--- src/rtl/bcd_pkg.sv ---
// Shared types and constants for the binary-to-BCD converter.
// Holds the double-dabble adjust constants and the digit-count helper
// used to check that the output has enough digits for the input width.
package bcd_pkg;

    typedef logic [3:0] bcd_digit_t;

    // A digit at or above this value would overflow past 9 after the next
    // shift, so it gets pre-corrected before shifting.
    localparam bcd_digit_t BCD_ADJ_THRESH = 4'd5;
    localparam bcd_digit_t BCD_ADJ_ADD    = 4'd3;

    // Smallest number of decimal digits that can hold 2**in_w - 1.
    function automatic int min_digits(input int in_w);
        longint max_val;
        longint pow10;
        int     d;
        max_val = (longint'(1) << in_w) - 1;
        pow10   = 10;
        d       = 1;
        for (int i = 0; i < 20; i++) begin
            if (pow10 <= max_val) begin
                pow10 = pow10 * 10;
                d     = d + 1;
            end
        end
        return d;
    endfunction

endpackage

--- src/rtl/bcd_dabble.sv ---
// Combinational binary-to-packed-BCD conversion (shift-add-3).
// Latency: zero cycles, pure function of bin.
// No handshake; output follows the input continuously.
module bcd_dabble
    import bcd_pkg::*;
#(
    parameter int IN_W   = 4,
    parameter int DIGITS = 2
) (
    input  logic [IN_W-1:0]     bin,
    output logic [4*DIGITS-1:0] bcd
);

    logic [4*DIGITS-1:0] acc;

    // Shift input bits in MSB-first, correcting any digit >= 5 before each shift.
    always_comb begin
        acc = '0;
        for (int i = IN_W - 1; i >= 0; i--) begin
            for (int k = 0; k < DIGITS; k++) begin
                if (acc[4*k +: 4] >= BCD_ADJ_THRESH) begin
                    acc[4*k +: 4] = acc[4*k +: 4] + BCD_ADJ_ADD;
                end
            end
            acc = {acc[4*DIGITS-2:0], bin[i]};
        end
    end

    assign bcd = acc;

endmodule

--- src/rtl/bcd.sv ---
// Registered binary-to-BCD converter; digit k at [4k+3:4k], k=0 is units.
// Latency: one clock, one conversion per cycle.
// No backpressure; the output tracks the input every cycle.
module bcd
    import bcd_pkg::*;
#(
    parameter int IN_W   = 4,
    parameter int DIGITS = 2
) (
    input  logic                clk,
    input  logic                rst,
    input  logic [IN_W-1:0]     Data_in,
    output logic [4*DIGITS-1:0] Data_out
);

    // Too few digits would silently drop the high decimal digit.
    if (DIGITS < min_digits(IN_W)) begin : g_digits_check
        $error("bcd: DIGITS too small for IN_W");
    end

    logic [4*DIGITS-1:0] conv;

    bcd_dabble #(
        .IN_W   (IN_W),
        .DIGITS (DIGITS)
    ) u_dabble (
        .bin (Data_in),
        .bcd (conv)
    );

    // Output register so downstream sees a glitch-free value; reset wins.
    always_ff @(posedge clk) begin
        if (rst) begin
            Data_out <= '0;
        end else begin
            Data_out <= conv;
        end
    end

endmodule

--- config.mk ---
export PLATFORM = sky130hd
export DESIGN_NAME = bcd
export DESIGN_NICKNAME = d
export VERILOG_FILES = /design/src/rtl/bcd_pkg.sv /design/src/rtl/bcd_dabble.sv /design/src/rtl/bcd.sv
export SDC_FILE = /design/constraint.sdc
export NUM_CORES = 1
export LEC_CHECK = 0
export CAP_MARGIN = 20
export CORE_AREA = 2 2 39 41
export DETAILED_ROUTE_END_ITERATION = 10
export DIE_AREA = 0 0 41 43
export PLACE_DENSITY = 0.47
export SLEW_MARGIN = 20
export SYNTH_ARGS = -nofsm -noshare
export SYNTH_HDL_FRONTEND = slang
export SYNTH_SLANG_ARGS = --single-unit
--- constraint.sdc ---
create_clock -name clk -period 1.95 [get_ports clk]
set_clock_uncertainty 0.15 [all_clocks]
set_input_delay 0.39 -clock clk [delete_from_list [all_inputs] [get_ports clk]]
set_output_delay 0.39 -clock clk [all_outputs]
set_load 0.02 [all_outputs]
# Word-level counts from Yosys, hierarchy flattened

Index checks and enable logic that the tools add are counted.
Widths: inputs -> output; s select.

Bits in registers: 8
Output and inout bits: 8
Logic and storage cells: 8

$add $sub $neg: 1
$lt $le $gt $ge: 1
Multiplexer cells: 1
Bitwise operators: 1
Reduce and logical (&&, ||, !) cells: 1

Operator list:

| cell                | count |
|---|---|
| $add 3x2->4 const B | 1 |
| $ge 3x3->1 const B  | 1 |
| $mux 3              | 1 |
| $reduce_or 2->1     | 1 |
| $not 1->1           | 1 |

# Logic depth before layout (Yosys ltp)

Word-level depth: 3
Gate-level depth with buffers: 4
Depth with buffers taken out: 4

# Cells and area by module

From an unflattened synthesis, not the netlist that was laid out.

Cells, all modules: 33
Area total of the unflattened synthesis: 326.6 um^2

Modules (own cells, without submodules):

| module     | times used | cells an instance | area an instance (um^2) | sequential area each (um^2) |
|---|---|---|---|---|
| bcd        | 1          | 16                | 210.2                   | 160.2 |
| bcd_dabble | 1          | 17                | 116.4                   | 0.0 |

# Worst setup path after synthesis

OpenSTA, ideal clock, no wires.

Path type: input to register
From: input Data_in[2]
To: register Data_out[1]
Data arrival time: 1081 ps
Setup slack: 597 ps
Stages: 4
Path buffers: 0
Path through: inv_1 ha_1 o21ai_2 mux2_4

Cells in the longest elaborated chain, start to end: 2

RTL lines:

| what                   | RTL line         | text |
|---|---|---|
| start: declaration     | bcd.sv:12        | `input logic [IN_W-1:0] Data_in,` |
| $ge 3x3->1             | bcd_dabble.sv:21 | `if (acc[4*k +: 4] >= BCD_ADJ_THRESH) begin` |
| $mux 3                 | bcd_dabble.sv:21 |  |
| end signal: assignment | bcd.sv:36        | `Data_out <= conv;` |
| end: declaration       | bcd.sv:13        | `output logic [4*DIGITS-1:0] Data_out` |

Every way passes these cells.
A chain may end at the register's enable or synchronous reset.

# Worst setup path in the final report

From: register Data_out[0]
To: output Data_out[0]

No word-level cell between the ends.

==> results by group <==
Final layout
  – Largest register FFs: 5
  – Non-filler cells, final: 54
  – Design area: between 300 and 400 um2
  – Biggest register: Data_out
  – Fillers: 150
  – ANT cells: 0
  – Biggest regs: Data_out x5
  – Layout cell share with drive strength beyond 1: 0.158
  – Area delta synth->final: 57.8%
  – Finished Core Util: 0.274
  – Nets: 47

Die
  – Area of the core: 0.00138 mm2
  – Io pins: 14
  – Die extent in y: between 40 and 50 um
  – Initial Util: 0.174
  – Chip width: between 40 and 50 um
  – Total Die Area: about 0.0018 mm2
  – Row count: 14

Critical path
  – Max stage delay on crit path: about 0.59 ns
  – Critical path buffers and inverters: 1
  – CP Launch Type: register
  – Worst-path maximum fanout: 1
  – CP Data Arrival Time: between 1 and 1.5 ns
  – Critical-path cell list: clkdlybuf4s50_1
  – Critical path class: reg -> out
  – Data required time of the critical path: around 1.4 ns
  – Nature of the critical path endpoint: output pin
  – Delay-heaviest family, CP: buffers and inverters
  – Critical path origin: Data_out[0]$_SDFF_PP0_
  – Worst-path cell with the longest stage delay: clkdlybuf4s50_1
  – Critical Path End: Data_out[0]
  – Stages on the worst setup path: 1

Yosys
  – Top-area cell type share of the netlist area: 0.417
  – Synth unique cells: 14
  – Post-synth top area cell: dfxtp_1
  – Netlist Area Pre-Place: roughly 240 um2
  – Register bit total from synthesis: 5
  – Post-synthesis cell count: 24
  – Yosys warnings: 0
  – Area contributors post-synth: dfxtp_1 42%, ha_1 10%, buf_4 9.4%
  – Register area share after synthesis: 0.417
  – Avg Cell Area, Syn: around 10 um2

CTS
  – CTS tree: done
  – Post-CTS setup buffer count: 0
  – Hold buffers post-CTS: 0
  – Clock sink total: 5
  – CTS buffer count: 3
  – Root Driver: clkbuf_4
  – CTS HTree Levels: 1
  – Clock transition at path regs: approximately 0.040 ns
  – Max Root-Sink Buffers: 2
  – Resized Gates After CTS: 0

Detailed routing
  – Vias/cell: ~3.9
  – Iteration-0 DRC Markers: 0
  – Vias: roughly 210
  – Met2 wire len: roughly 270 um
  – DRT Pass-1 Iters: 1
  – Final wirelength: around 430 um
  – Final antenna-violating net count: 0
  – DRC Markers: 0
  – Met1 WL: roughly 110 um
  – DR top layer: met4
  – Routed met3 length: ~43 um
  – DR WL/cell: 7.98 um

Placement
  – Port Buffer Count: 10
  – DP Worst Slack: 0.0337 ns
  – Dpl cell area: 353 um2
  – GPL Wtd Cong: ~0.61
  – Placed Cells: 50

Global route
  – All-Layer GR Usage: 0.0651
  – Grt ovf: 0
  – Initial antenna violation count: 0
  – Vias in the first global route: 181
  – Pin count of the biggest net entering global routing: 7
  – First-pass GRT wire length: 662 um

Pwr
  – Leak: 0.167 nW
  – Combinational power share: 0.200
  – Max VDD drop: between 150 and 200 uV
  – Net switching power: roughly 0.069 mW
  – Total Power: 0.284 mW
  – Clock power frac: 0.413
  – P_int: ~0.22 mW
  – Pwr/cell area: roughly 750 mW/mm2
  – Seq pwr share: 0.387
  – Net Sw Frac: 0.243

Min path
  – HP Class: in -> reg
  – HP Start: Data_in[0]
  – WHS Path Cells: 2

STA
  – Hold_ws: ~0.57 ns
  – # setup viols final: 0
  – Final Cycle Share: 0.856
  – Max Freq: between 500 and 600 MHz
  – Setup TNS: 0 ns
  – RSZ-0062 raised after global routing: no
  – Final hold viol count: 0
  – Fin. max-slew vios: 0
  – Min Tclk post-route: approximately 1.7 ns
  – Fin worst setup slack: ~0.28 ns

Run
  – Max-Cap Viols: 0

Outcome
  – Status: finished, final reports clean
[logic make-up (layout without fill, tap and decap cells)]
logic type	after synthesis	count (layout)	share of synthesized area
AND/OR/NAND/NOR	5	5	0.135
flip-flops	5	5	0.417
AO/OA/AOI/OAI	5	5	0.141
multiplexers	1	1	0.0625
adder cells (fa/ha/maj)	2	2	0.104
buffers and inverters	5	17	0.125
other	1	3	0.0156
[final cells by class]
cell class	count	area, um2	area share
repair buffers	11	108	0.284
well taps	16	20.0	0.0528
clock buffers	4	26.3	0.0693
multi-input cells	16	118	0.310
inverters	2	7.51	0.0198
flip-flops and latches	5	100	0.264
[cell usage in the layout (no fill, tap or decap)]
cell	n
nor3b_1	1
conb_1	3
mux2_4	1
a21oi_1	2
clkdlybuf4s50_1	10
buf_4	1
o21bai_1	1
nor2_1	1
a211oi_1	1
inv_1	2
o21ai_2	1
nor2b_1	2
clkbuf_4	3
and3b_1	1
dfxtp_1	5
clkbuf_1	1
ha_1	2
[cells in the mapped netlist]
master,count
dfxtp_1,5
buf_4,3
a21oi_1,2
ha_1,2
inv_1,2
nor2b_1,2
a211oi_1,1
and3b_1,1
conb_1,1
mux2_4,1
nor2_1,1
nor3b_1,1
o21ai_2,1
o21bai_1,1
[worst min-delay path by stage]
stage	end
floorplan	Data_out[0]$_SDFF_PP0_
finish	Data_out[0]$_SDFF_PP0_
global route	Data_out[0]$_SDFF_PP0_
global placement	Data_out[0]$_SDFF_PP0_
CTS	Data_out[0]$_SDFF_PP0_
detailed placement	Data_out[0]$_SDFF_PP0_
[power groups by stage]
stage | clock network (mW) | registers, mW | logic (mW)
3_3_place_gp | 0 | 0.112 | 0.0563
6_report | 0.117 | 0.110 | 0.0570
3_5_place_dp | 0 | 0.112 | 0.0570
4_1_cts | 0.125 | 0.110 | 0.0576
5_1_grt | 0.131 | 0.111 | 0.0618
2_1_floorplan | 0 | 0.120 | 0.0240
[metal layers]
| layer | GRT usage | vias to the layer above |
|---|---|---|
| met2 | 0.100 | 11 |
| li1 | - | 100 |
| met5 | 0 | - |
| met3 | 0.0314 | 2 |
| met4 | 0.100 | 0 |
| met1 | 0.0382 | 95 |
Power figures use the tool's default switching activity.
